`src/rtl/mmio_pkg.sv`:
```
// Shared register-map offsets, STATUS bit positions and UART state encoding
// for the memory-mapped UART transmitter.
package mmio_pkg;

    localparam logic [31:0] TXDATA_OFF = 32'h0000_0000;
    localparam logic [31:0] STATUS_OFF = 32'h0000_0004;
    localparam logic [31:0] TOHOST_OFF = 32'h0000_0008;

    localparam int STAT_FULL_BIT  = 0;
    localparam int STAT_BUSY_BIT  = 1;
    localparam int STAT_OVF_BIT   = 2;
    localparam int STAT_COUNT_LSB = 7;

    typedef enum logic [1:0] {
        UART_IDLE,
        UART_START,
        UART_DATA,
        UART_STOP
    } uart_state_t;

endpackage

```
`src/rtl/sync_fifo.sv`:
```
// Single-clock FIFO with occupancy count; a push while full is still taken
// when a pop happens in the same cycle.
module sync_fifo #(
    parameter int WIDTH = 8,
    parameter int DEPTH = 8
) (
    input  logic                     clk,
    input  logic                     rst,
    input  logic                     i_push,
    input  logic [WIDTH-1:0]         i_wdata,
    input  logic                     i_pop,
    output logic [WIDTH-1:0]         o_rdata,
    output logic                     o_full,
    output logic                     o_empty,
    output logic [$clog2(DEPTH):0]   o_count
);

    localparam int AW = $clog2(DEPTH);
    localparam int CW = AW + 1;

    logic [WIDTH-1:0] r_mem [DEPTH];
    logic [AW-1:0]    r_wr_ptr;
    logic [AW-1:0]    r_rd_ptr;
    logic [CW-1:0]    r_count;
    logic             w_do_push;
    logic             w_do_pop;

    assign o_empty   = (r_count == '0);
    assign o_full    = (r_count == CW'(DEPTH));
    assign o_count   = r_count;
    assign o_rdata   = r_mem[r_rd_ptr];
    assign w_do_pop  = i_pop && !o_empty;
    assign w_do_push = i_push && (!o_full || w_do_pop);

    always_ff @(posedge clk) begin
        if (w_do_push) begin
            r_mem[r_wr_ptr] <= i_wdata;
        end
    end

    // Pointers are AW bits wide, so they wrap modulo DEPTH on their own.
    always_ff @(posedge clk) begin
        if (rst) begin
            r_wr_ptr <= '0;
            r_rd_ptr <= '0;
            r_count  <= '0;
        end else begin
            if (w_do_push) begin
                r_wr_ptr <= r_wr_ptr + AW'(1);
            end
            if (w_do_pop) begin
                r_rd_ptr <= r_rd_ptr + AW'(1);
            end
            r_count <= r_count + CW'(w_do_push) - CW'(w_do_pop);
        end
    end

endmodule

```
`src/rtl/mmio_uart_tx.sv`:
```
// Memory-mapped 8N1 UART transmitter with a byte FIFO and a write-once
// TOHOST halt register used to end a program run.
//
//   state      | meaning
//   UART_IDLE  | line high, waiting for a queued byte
//   UART_START | start bit (low) for one bit period
//   UART_DATA  | eight data bits, LSB first
//   UART_STOP  | stop bit (high); chains into the next frame if data waits
module mmio_uart_tx
    import mmio_pkg::*;
#(
    parameter int          CLKS_PER_BIT = 868,
    parameter int          FIFO_DEPTH   = 8,
    parameter logic [31:0] BASE_ADDR    = 32'h1000_0000
) (
    input  logic        clk,
    input  logic        rst,
    input  logic        mem_we,
    input  logic        mem_re,
    input  logic [31:0] mem_addr,
    input  logic [31:0] mem_wdata,
    output logic [31:0] mem_rdata,
    output logic        tx,
    output logic        halt,
    output logic [31:0] exit_code,
    output logic        busy
);

    localparam int          CW          = $clog2(FIFO_DEPTH) + 1;
    localparam int          BW          = $clog2(CLKS_PER_BIT);
    localparam logic [BW-1:0] BAUD_LAST = BW'(CLKS_PER_BIT - 1);
    localparam logic [31:0] ADDR_TXDATA = BASE_ADDR + TXDATA_OFF;
    localparam logic [31:0] ADDR_STATUS = BASE_ADDR + STATUS_OFF;
    localparam logic [31:0] ADDR_TOHOST = BASE_ADDR + TOHOST_OFF;

    uart_state_t   r_state;
    logic [BW-1:0] r_baud;
    logic [2:0]    r_bit;
    logic [7:0]    r_shift;
    logic          r_tx;
    logic          r_halt;
    logic [31:0]   r_exit;
    logic          r_ovf;
    logic [31:0]   r_rdata;

    logic          w_sel_txdata;
    logic          w_sel_status;
    logic          w_sel_tohost;
    logic          w_push_req;
    logic          w_pop;
    logic          w_baud_end;
    logic          w_full;
    logic          w_empty;
    logic [CW-1:0] w_count;
    logic [7:0]    w_head;
    logic          w_busy;
    logic [31:0]   w_status;
    logic [31:0]   w_rd_val;
    logic          w_unused_addr_lsbs;

    assign w_sel_txdata       = (mem_addr[31:2] == ADDR_TXDATA[31:2]);
    assign w_sel_status       = (mem_addr[31:2] == ADDR_STATUS[31:2]);
    assign w_sel_tohost       = (mem_addr[31:2] == ADDR_TOHOST[31:2]);
    assign w_unused_addr_lsbs = ^mem_addr[1:0];

    assign w_push_req = mem_we && w_sel_txdata;
    assign w_baud_end = (r_baud == BAUD_LAST);
    assign w_pop      = !w_empty && ((r_state == UART_IDLE) ||
                                     (r_state == UART_STOP && w_baud_end));
    assign w_busy     = (w_count != '0) || (r_state != UART_IDLE);

    sync_fifo #(
        .WIDTH (8),
        .DEPTH (FIFO_DEPTH)
    ) u_fifo (
        .clk     (clk),
        .rst     (rst),
        .i_push  (w_push_req),
        .i_wdata (mem_wdata[7:0]),
        .i_pop   (w_pop),
        .o_rdata (w_head),
        .o_full  (w_full),
        .o_empty (w_empty),
        .o_count (w_count)
    );

    always_ff @(posedge clk) begin
        if (rst) begin
            r_state <= UART_IDLE;
            r_baud  <= '0;
            r_bit   <= '0;
            r_shift <= '0;
            r_tx    <= 1'b1;
        end else begin
            case (r_state)
                UART_IDLE: begin
                    r_tx   <= 1'b1;
                    r_baud <= '0;
                    if (w_pop) begin
                        r_shift <= w_head;
                        r_state <= UART_START;
                        r_tx    <= 1'b0;
                    end
                end
                UART_START: begin
                    if (w_baud_end) begin
                        r_baud  <= '0;
                        r_bit   <= '0;
                        r_state <= UART_DATA;
                        r_tx    <= r_shift[0];
                    end else begin
                        r_baud <= r_baud + BW'(1);
                    end
                end
                UART_DATA: begin
                    if (w_baud_end) begin
                        r_baud <= '0;
                        if (r_bit == 3'd7) begin
                            r_state <= UART_STOP;
                            r_tx    <= 1'b1;
                        end else begin
                            r_bit   <= r_bit + 3'd1;
                            r_shift <= {1'b0, r_shift[7:1]};
                            r_tx    <= r_shift[1];
                        end
                    end else begin
                        r_baud <= r_baud + BW'(1);
                    end
                end
                UART_STOP: begin
                    if (w_baud_end) begin
                        r_baud <= '0;
                        // Chaining straight into START keeps frames gap-free.
                        if (w_pop) begin
                            r_shift <= w_head;
                            r_state <= UART_START;
                            r_tx    <= 1'b0;
                        end else begin
                            r_state <= UART_IDLE;
                        end
                    end else begin
                        r_baud <= r_baud + BW'(1);
                    end
                end
                default: begin
                    r_state <= UART_IDLE;
                    r_tx    <= 1'b1;
                end
            endcase
        end
    end

    always_comb begin
        w_status                          = '0;
        w_status[STAT_FULL_BIT]           = w_full;
        w_status[STAT_BUSY_BIT]           = w_busy;
        w_status[STAT_OVF_BIT]            = r_ovf;
        w_status[STAT_COUNT_LSB +: CW]    = w_count;
    end

    always_comb begin
        w_rd_val = '0;
        if (w_sel_status) begin
            w_rd_val = w_status;
        end else if (w_sel_tohost) begin
            w_rd_val = r_exit;
        end
    end

    // Reads sample pre-write state, so a same-cycle store is not visible yet.
    always_ff @(posedge clk) begin
        if (rst) begin
            r_rdata <= '0;
            r_halt  <= 1'b0;
            r_exit  <= '0;
            r_ovf   <= 1'b0;
        end else begin
            if (w_push_req && w_full && !w_pop) begin
                r_ovf <= 1'b1;
            end
            if (mem_we && w_sel_tohost && !r_halt) begin
                r_halt <= 1'b1;
                r_exit <= mem_wdata;
            end
            if (mem_re) begin
                r_rdata <= w_rd_val;
            end
        end
    end

    assign tx        = r_tx;
    assign halt      = r_halt;
    assign exit_code = r_exit;
    assign mem_rdata = r_rdata;
    assign busy      = w_busy;

endmodule
```
`config.mk`:
```
export PLATFORM = sky130hd
export DESIGN_NAME = mmio_uart_tx
export DESIGN_NICKNAME = d
export VERILOG_FILES = /design/src/rtl/mmio_pkg.sv /design/src/rtl/sync_fifo.sv /design/src/rtl/mmio_uart_tx.sv
export SDC_FILE = /design/constraint.sdc
export NUM_CORES = 1
export LEC_CHECK = 0
export ABC_AREA = 1
export BUFFER_PORTS_ARGS = -buffer_cell sky130_fd_sc_hd__buf_4
export CAP_MARGIN = 20
export CORE_ASPECT_RATIO = 0.75
export CORE_MARGIN = 2
export CORE_UTILIZATION = 50
export DETAILED_ROUTE_END_ITERATION = 8
export GPL_ROUTABILITY_DRIVEN = 0
export PLACE_DENSITY = 0.81
export SYNTH_ARGS = -nofsm -noshare
export SYNTH_HDL_FRONTEND = slang
export SYNTH_SLANG_ARGS = --single-unit
```
`constraint.sdc`:
```
create_clock -name clk -period 2.3 [get_ports clk]
set_clock_uncertainty 0.15 [all_clocks]
set_input_delay 0.23 -clock clk [delete_from_list [all_inputs] [get_ports clk]]
set_output_delay 0.23 -clock clk [all_outputs]
set_load 0.005 [all_outputs]
```
==> out/metrics.json, run 1 <==
{
  "setup_path": {
    "critical_path_peak_fanout": 5,
    "criticalPathCategory": "reg -> reg",
    "cp_cell_sequence": "ha_1 -> nor3b_4 -> buf_4 -> nand2_4 -> nand2_2 -> inv_2 -> ha_4 -> fa_1 -> xnor2_1 -> nor2_1",
    "critical_path_required_ps": 2440,
    "crit_path_end_kind": "flop",
    "cpMaxStageDelayCell": "sky130_fd_sc_hd__dfxtp_1",
    "worst_path_largest_cell_delay_ps": 410,
    "critPathArrivalTime_ps": 2390,
    "setup.worst_path.start_class": "flop"
  },
  "clock_network": {
    "htree_levels": 4,
    "clock_tree.root_cell": "sky130_fd_sc_hd__clkbuf_16",
    "cts-root-to-sink-buffers": 2,
    "clkLatencyLatePin_ps": 430,
    "cts_made_buffers": 17,
    "clk_transition_reported_paths_ps": 70,
    "tritoncts_clock_tree": "yes",
    "clock_sink_count": 167
  },
  "timing": {
    "hold_violations": 0,
    "max-slew-margin-rel_pct": 29.71,
    "maxClockFrequency_ghz": 0.4438,
    "finalMaxSlewViolations": 0,
    "setup_violations": 0,
    "worst_slew_pin_slew_ps": 1053,
    "timing.final.crit_period_ps": 2253,
    "setup_tns_ps": 0,
    "timing.final.crit_share_pct": 97.98
  },
  "run_status": {
    "status": "complete, no violations"
  },
  "logic_synthesis": {
    "synth.yosys.seq_area_share_pct": 54.88,
    "postSynthRegisterBits": 167,
    "netlist_instances": 842,
    "syn_nets": 927,
    "mappedNetlistArea_mm2": 0.007259,
    "postSynthAreaPerCell_um2": 8.622,
    "yosysUniqueCellTypes": 36,
    "synth-warning-count": 0
  },
  "layout": {
    "areaGrowthSynthToFinish_pct": 32.51,
    "finalNetCount": 1101,
    "antenna_diodes": 0,
    "final_cell_count_no_fill": 1229,
    "mostFrequentLayoutCells": "sky130_fd_sc_hd__nand2_1, sky130_fd_sc_hd__buf_4, sky130_fd_sc_hd__nand3_1, sky130_fd_sc_hd__dfxtp_1, sky130_fd_sc_hd__a21oi_1",
    "stdcell_area_mm2": 0.009619,
    "layout-drive-gt1-share_pct": 23.62,
    "layout_commonest_cell": "sky130_fd_sc_hd__nand2_1"
  },
  "power": {
    "p_leak_nw": 3.883,
    "vdd_drop_max_v": 0.0007365,
    "power_density_mw_per_mm2": 904.6
  },
  "global_route": {
    "pin_count_of_the_biggest_net_entering_global_routing": 77,
    "grt.total_usage_pct": 25.09,
    "grt_pass1_wl_um": 30330,
    "grt_pass1_vias": 6129,
    "antenna_found_initial": 0,
    "grt_overflow": 0
  },
  "detailed_routing": {
    "drt_drc_violations_left": 0,
    "detailedRoute.firstPassIterationCount": 5,
    "drt-total-wl_um": 19250,
    "via_count": 6624,
    "final_antenna_net_count": 0,
    "first_iter_violations": 599,
    "routedWlPerCell_um": 15.66,
    "viasPerCell": 5.390
  },
  "placement": {
    "placedInstanceArea_mm2": 0.008591,
    "numPortBuffers": 132,
    "dp_cells": 1161,
    "sum_of_net_half_perimeters_after_detailed_placement_um": 12030
  },
  "floorplan": {
    "die_x_um": 143.1,
    "die_height_um": 108.4,
    "io_pins": 135,
    "die_area_mm2": 0.01551,
    "core-area_mm2": 0.01431,
    "core.rowCount": 38,
    "floorplan.initialDensity_pct": 50.73
  },
  "job": {
    "max-cap-violations": 0
  },
  "min_path": {
    "hold_path.class": "in -> reg"
  }
}
==> synthesized netlist by cell type, drive strengths merged <==
master / n / area [um2]
o21bai: 2 / 15.01
a21o: 1 / 7.510
o211ai: 4 / 30.03
xnor2: 2 / 17.52
o2111ai: 1 / 8.760
nand3: 115 / 585.6
clkbuf: 28 / 105.1
clkinv: 1 / 3.750
nor3: 4 / 20.02
dfxtp: 103 / 2062
xor2: 5 / 43.79
buf: 20 / 117.6
nand4: 35 / 219.0
o21ai: 22 / 110.1
inv: 57 / 214.0
a21oi: 92 / 464.2
nor3b: 1 / 7.510
nor2: 68 / 292.8
nor2b: 1 / 6.260
or2: 3 / 21.27
nand2: 196 / 765.7
ha: 16 / 200.2
edfxtp: 64 / 1922
fa: 1 / 20.02
==> final cells by class <==
type / instances / area [um2]
Timing Repair Buffer: 203 / 1654
Sequential cell: 167 / 3991
Clock inverter: 13 / 142.6
Clock buffer: 19 / 475.5
Multi-Input combinational cell: 569 / 2888
Tap cell: 200 / 250.2
Inverter: 58 / 217.7
Fill cell: 1058 / 4692
==> metal layers <==
| metal | part of all wire (%) | track usage (%) | wire length, um |
|---|---|---|---|
| met5 | 0 | 0 | 0 |
| met1 | 40 | 32.91 | 7615 |
| met3 | 9.7 | 6.732 | 1863 |
| met2 | 49 | 40.81 | 9422 |
| met4 | 1.8 | 7.921 | 347 |
==> logic make-up after synthesis <==
family / after synthesis / share of synthesized area (%)
xor+xnor: 7 / 0.8446
flops: 167 / 54.88
buf+inv: 106 / 6.067
fa+ha+maj: 17 / 3.033
simple gates: 423 / 26.42
compound gates: 122 / 8.756
==> state kept, by name, indices dropped and copies added (netlist names), named ones only <==
register         flops
r_state              2
u_fifo.r_wr_ptr      3
u_fifo.r_mem        64
u_fifo.o_count       4
exit_code           32
r_shift              8
halt                 1
tx                   1
r_baud              10
u_fifo.r_rd_ptr      3
r_bit                3
mem_rdata           32
r_ovf                1
==> worst max-delay path: cells and delay by family, from the launching register on <==
kind,cells,cell delay (ps)
XOR/XNOR,1,150
adder cells (fa/ha/maj),3,730
buffers and inverters,2,240
flip-flops,1,410
AND/OR/NAND/NOR,4,440
==> per-stage QoR <==
step	power, W	worst slack, ps	util (%)	hold slack, ps
global route	0.009133	-70.79	67.21	96.27
global placement	0.005480	71.18	60.03	280.8
detailed placement	0.005549	-73.10	60.03	293.8
finish	0.008701	46.55	67.21	77.78
CTS	0.008587	14.80	66.93	58.44
floorplan	0.004900	132.7	-	178.9
==> report_power, final <==
part	internal, W	total, W	switching, W	leakage, nW
clock	0.00158	0.00292	0.00134	0.307
combinational	0.000919	0.00244	0.00152	2.17
sequential	0.00322	0.00334	0.000116	1.41
total	0.00572	0.00870	0.00298	3.88
==> worst paths after layout <==
path	startpoint	endpoint	slack [ps]	depth (start not counted)
setup / recovery	u_fifo.o_count[3]$_SDFF_PP0_	u_fifo.o_count[2]$_SDFF_PP0_	50	10
hold / removal	rst	tx$_SDFFE_PP1P_	80	4
setup reg to reg	u_fifo.o_count[3]$_SDFF_PP0_	u_fifo.o_count[2]$_SDFF_PP0_	50	10
hold reg to reg	r_baud[0]$_SDFF_PP0_	r_baud[0]$_SDFF_PP0_	300	1
==> timing repair <==
action	in CTS	in global routing
pin swaps	2	2
hold endpoints to repair	93	0
buffers inserted	2	2
gates resized for setup	8	10
endpoints found under the setup margin	3	11
hold buffers	32	0
No activity file was read; power rests on OpenSTA's default activity.
==> inputs of run 2 (changes only) <==
--- a/config.mk
+++ b/config.mk
@@ -14,6 +14,7 @@
 export DETAILED_ROUTE_END_ITERATION = 8
 export GPL_ROUTABILITY_DRIVEN = 0
 export PLACE_DENSITY = 0.81
+export REMOVE_ABC_BUFFERS = 1
 export SYNTH_ARGS = -nofsm -noshare
 export SYNTH_HDL_FRONTEND = slang
 export SYNTH_SLANG_ARGS = --single-unit
==> run 2 against run 1 <==
  * Via count down 0.33%
  * First-iteration DRC count down 8.7%
  * Total power down 4.6%
  * Critical path depth up 1
  * Sequential share of layout area up 0.45 points
  * Clock power down 8.6%
  * Setup slack better by 77 ps
  * Maximum frequency up 3.5%
  * Flip-flop and latch count unchanged
  * Non-clock buffer count unchanged
  * Combinational power down 5%
  * Core utilization down 0.73 points
==> out/metrics.json, run 2 (same netlist as run 1, synthesis figures left out) <==
{
  "setup_path": {
    "cp_common_cell": "sky130_fd_sc_hd__ha_4",
    "path_buf_inv": {"value": 1, "change": "-1"},
    "critical_path_required": {"value": 2430, "unit": "ps", "change": "about the same"},
    "cp_top_family": "adder cells",
    "cp_num_cells": {"value": 11, "change": "+1"},
    "cpMaxStageDelayCell": "sky130_fd_sc_hd__dfxtp_4",
    "critPathArrivalTime": {"value": 2310, "unit": "ps", "change": "-80 ps"},
    "critical_path_peak_fanout": {"value": 5, "change": "unchanged"},
    "cp_cell_sequence": "ha_4 -> nand2_2 -> nor2_4 -> nand3_2 -> nand2_4 -> buf_4 -> o21ai_2 -> ha_4 -> fa_1 -> xnor2_1 -> nor2_1",
    "rr_worst_depth": {"value": 11, "change": "+1"},
    "worst_path_largest_cell_delay": {"value": 370, "unit": "ps", "change": "-40 ps"},
    "crit_path_end_kind": "flop",
    "setup.worst_path.start_class": "flop",
    "criticalPathCategory": "reg -> reg"
  },
  "layout": {
    "stdcell_area": {"value": 0.009515, "unit": "mm2", "change": "-1.1%"},
    "layout-drive-gt1-share": {"value": 23.62, "unit": "%", "change": "unchanged"},
    "largest_register_ffs": {"value": 64, "change": "unchanged"},
    "areaGrowthSynthToFinish_pct": 31.08,
    "finalNetCount": {"value": 1101, "change": "unchanged"},
    "mostFrequentLayoutCells": "sky130_fd_sc_hd__nand2_1, sky130_fd_sc_hd__buf_4, sky130_fd_sc_hd__nand3_1, sky130_fd_sc_hd__dfxtp_1, sky130_fd_sc_hd__a21oi_1",
    "final.fill_count": {"value": 1130, "change": "+6.8%"},
    "antenna_diodes": {"value": 0, "change": "unchanged"},
    "final_cell_count_no_fill": {"value": 1229, "change": "unchanged"},
    "register_name_with_the_most_flops": "u_fifo.r_mem",
    "layout_commonest_cell": "sky130_fd_sc_hd__nand2_1"
  },
  "power": {
    "comb_power_share": {"value": 27.8, "unit": "%", "change": "-0.2 points"},
    "cell_internal_pwr": {"value": 0.005510, "unit": "W", "change": "-3.8%"},
    "pwr-share-clk": {"value": 32.1, "unit": "%", "change": "-1.5 points"},
    "p_leak": {"value": 3.849, "unit": "nW", "change": "-0.89%"},
    "power.share.switching": {"value": 33.61, "unit": "%", "change": "-0.59 points"},
    "power_density": {"value": 872.2, "unit": "mW/mm2", "change": "-3.6%"},
    "seqPwrFrac": {"value": 40.0, "unit": "%", "change": "+1.6 points"},
    "total_switching_power": {"value": 0.002790, "unit": "W", "change": "-6.3%"},
    "vdd_drop_max": {"value": 0.0004999, "unit": "V", "change": "-32%"}
  },
  "clock_network": {
    "clock_sink_count": {"value": 167, "change": "unchanged"},
    "clkLatencyLatePin": {"value": 430, "unit": "ps", "change": "about the same"},
    "cts-root-to-sink-buffers": {"value": 2, "change": "unchanged"},
    "cts_made_buffers": {"value": 17, "change": "unchanged"},
    "htree_levels": {"value": 4, "change": "unchanged"},
    "tritoncts_clock_tree": "yes",
    "clock_tree.root_cell": "sky130_fd_sc_hd__clkbuf_16",
    "clk_transition_reported_paths": {"value": 70, "unit": "ps", "change": "about the same"}
  },
  "timing": {
    "setup_violations": {"value": 0, "change": "unchanged"},
    "timing.final.crit_period": {"value": 2177, "unit": "ps", "change": "-76.51 ps"},
    "finalMaxSlewViolations": {"value": 0, "change": "unchanged"},
    "worst_slew_pin_slew": {"value": 821.5, "unit": "ps", "change": "-231.6 ps"},
    "maxClockFrequency": {"value": 0.4594, "unit": "GHz", "change": "+3.5%"},
    "worst_slack": {"value": 123.1, "unit": "ps", "change": "+76.51 ps"},
    "timing.final.crit_share": {"value": 94.65, "unit": "%", "change": "-3.3 points"},
    "hold_violations": {"value": 0, "change": "unchanged"},
    "max-slew-margin-rel": {"value": 45.23, "unit": "%", "change": "+16 points"}
  },
  "floorplan": {
    "die_height": {"value": 108.4, "unit": "um", "change": "unchanged"},
    "io_pins": {"value": 135, "change": "unchanged"},
    "die_area": {"value": 0.01551, "unit": "mm2", "change": "unchanged"},
    "core-area": {"value": 0.01431, "unit": "mm2", "change": "unchanged"},
    "core.rowCount": {"value": 38, "change": "unchanged"},
    "floorplan.initialDensity": {"value": 50.73, "unit": "%", "change": "unchanged"},
    "die_x": {"value": 143.1, "unit": "um", "change": "unchanged"}
  },
  "run_status": {
    "status": "complete, no violations"
  },
  "placement": {
    "numPortBuffers": {"value": 132, "change": "unchanged"},
    "placedInstanceArea": {"value": 0.008573, "unit": "mm2", "change": "-0.20%"},
    "dp_cells": {"value": 1162, "change": "+0.086%"},
    "sum_of_net_half_perimeters_after_detailed_placement": {"value": 11920, "unit": "um", "change": "-0.99%"},
    "dp_worst_slack": {"value": 31.02, "unit": "ps", "change": "+104.1 ps"}
  },
  "detailed_routing": {
    "routedWlPerCell": {"value": 15.23, "unit": "um", "change": "-2.8%"},
    "via_count": {"value": 6602, "change": "-0.33%"},
    "first_iter_violations": {"value": 547, "change": "-8.7%"},
    "viasPerCell": {"value": 5.372, "change": "-0.33%"},
    "drt_drc_violations_left": {"value": 0, "change": "unchanged"},
    "final_antenna_net_count": {"value": 0, "change": "unchanged"},
    "detailedRoute.firstPassIterationCount": {"value": 7, "change": "+2"},
    "drt-total-wl": {"value": 18720, "unit": "um", "change": "-2.8%"}
  },
  "global_route": {
    "pin_count_of_the_biggest_net_entering_global_routing": {"value": 77, "change": "unchanged"},
    "grt_overflow": {"value": 0, "change": "unchanged"},
    "grt.total_usage": {"value": 24.32, "unit": "%", "change": "-0.77 points"},
    "grt_pass1_vias": {"value": 6090, "change": "-0.64%"},
    "antenna_found_initial": {"value": 0, "change": "unchanged"},
    "grt_pass1_wl": {"value": 29530, "unit": "um", "change": "-2.6%"}
  },
  "min_path": {
    "hold_path.class": "in -> reg",
    "hold_path_depth": {"value": 4, "change": "unchanged"}
  },
  "job": {
    "max-cap-violations": {"value": 0, "change": "unchanged"}
  }
}
-- run 2: cell types whose count changed in the layout (fill, tap and decap cells not counted), moves of 2 or more --
cell	delta
sky130_fd_sc_hd__clkinv_8	-2
sky130_fd_sc_hd__buf_4	+2
sky130_fd_sc_hd__inv_8	-4
sky130_fd_sc_hd__clkbuf_16	-2
sky130_fd_sc_hd__inv_4	+2
sky130_fd_sc_hd__clkinv_4	+2
sky130_fd_sc_hd__buf_12	-2
-- run 2: layer usage --
metal  vias up  GRT usage [%]  part of all wire (%)
met4         0          8.982                   1.8
li1       3203              -                     -
met2       273          38.07                    47
met5         -              0                     0
met1      3095          32.91                    43
met3        31          6.067                   7.9
-- run 2: what timing repair did --
item                       CTS  global route
setup buffers                0             3
hold buffers                32             0
hold endpoints to repair    95             0
setup endpoints to repair    0             8
resized for setup            0            18
-- run 2: through the flow --
stage / util (%) / TNS, ps / power [W] / hold WS [ps]
6_report: 66.49 / 0 / 0.008299 / 77.44
5_1_grt: 66.49 / -24.56 / 0.008716 / 76.48
4_1_cts: 65.96 / 0 / 0.008196 / 59.98
3_5_place_dp: 59.91 / 0 / 0.005514 / 294.4
3_3_place_gp: 59.91 / 0 / 0.005461 / 279.2
2_1_floorplan: - / -2990 / 0.004770 / 149.1
-- run 2: path summary, 6_finish.rpt --
path | slack [ps] | to | startpoint
min | 80 | tx$_SDFFE_PP1P_ | rst
max reg2reg | 120 | u_fifo.o_count[2]$_SDFF_PP0_ | r_baud[0]$_SDFF_PP0_
max | 120 | u_fifo.o_count[2]$_SDFF_PP0_ | r_baud[0]$_SDFF_PP0_
min reg2reg | 300 | r_baud[0]$_SDFF_PP0_ | r_baud[0]$_SDFF_PP0_
-- run 2: area by class of cell --
class | count | area [um2] | area share, %
Clock buffer | 18 | 429.2 | 4.510
Inverter | 58 | 217.7 | 2.288
Timing Repair Buffer | 203 | 1629 | 17.12
Multi-Input combinational cell | 569 | 2882 | 30.28
Clock inverter | 14 | 116.4 | 1.223
Sequential cell | 167 | 3991 | 41.95
Tap cell | 200 | 250.2 | 2.630
-- run 2: power by group through the flow --
stage                     clock (W)  combinational, W  sequential (W)
after floorplan                   0           0.00134         0.00343
after global placement            0           0.00210         0.00336
after detailed placement          0           0.00214         0.00337
after CTS                   0.00268           0.00221         0.00331
after global routing        0.00279           0.00259         0.00334
final                       0.00267           0.00231         0.00332
-- run 2: tightest hold or removal path, stage by stage --
cell and delay [ps]:
sky130_fd_sc_hd__buf_4 80, sky130_fd_sc_hd__inv_1 30, sky130_fd_sc_hd__buf_4 190, sky130_fd_sc_hd__nand3_1 90
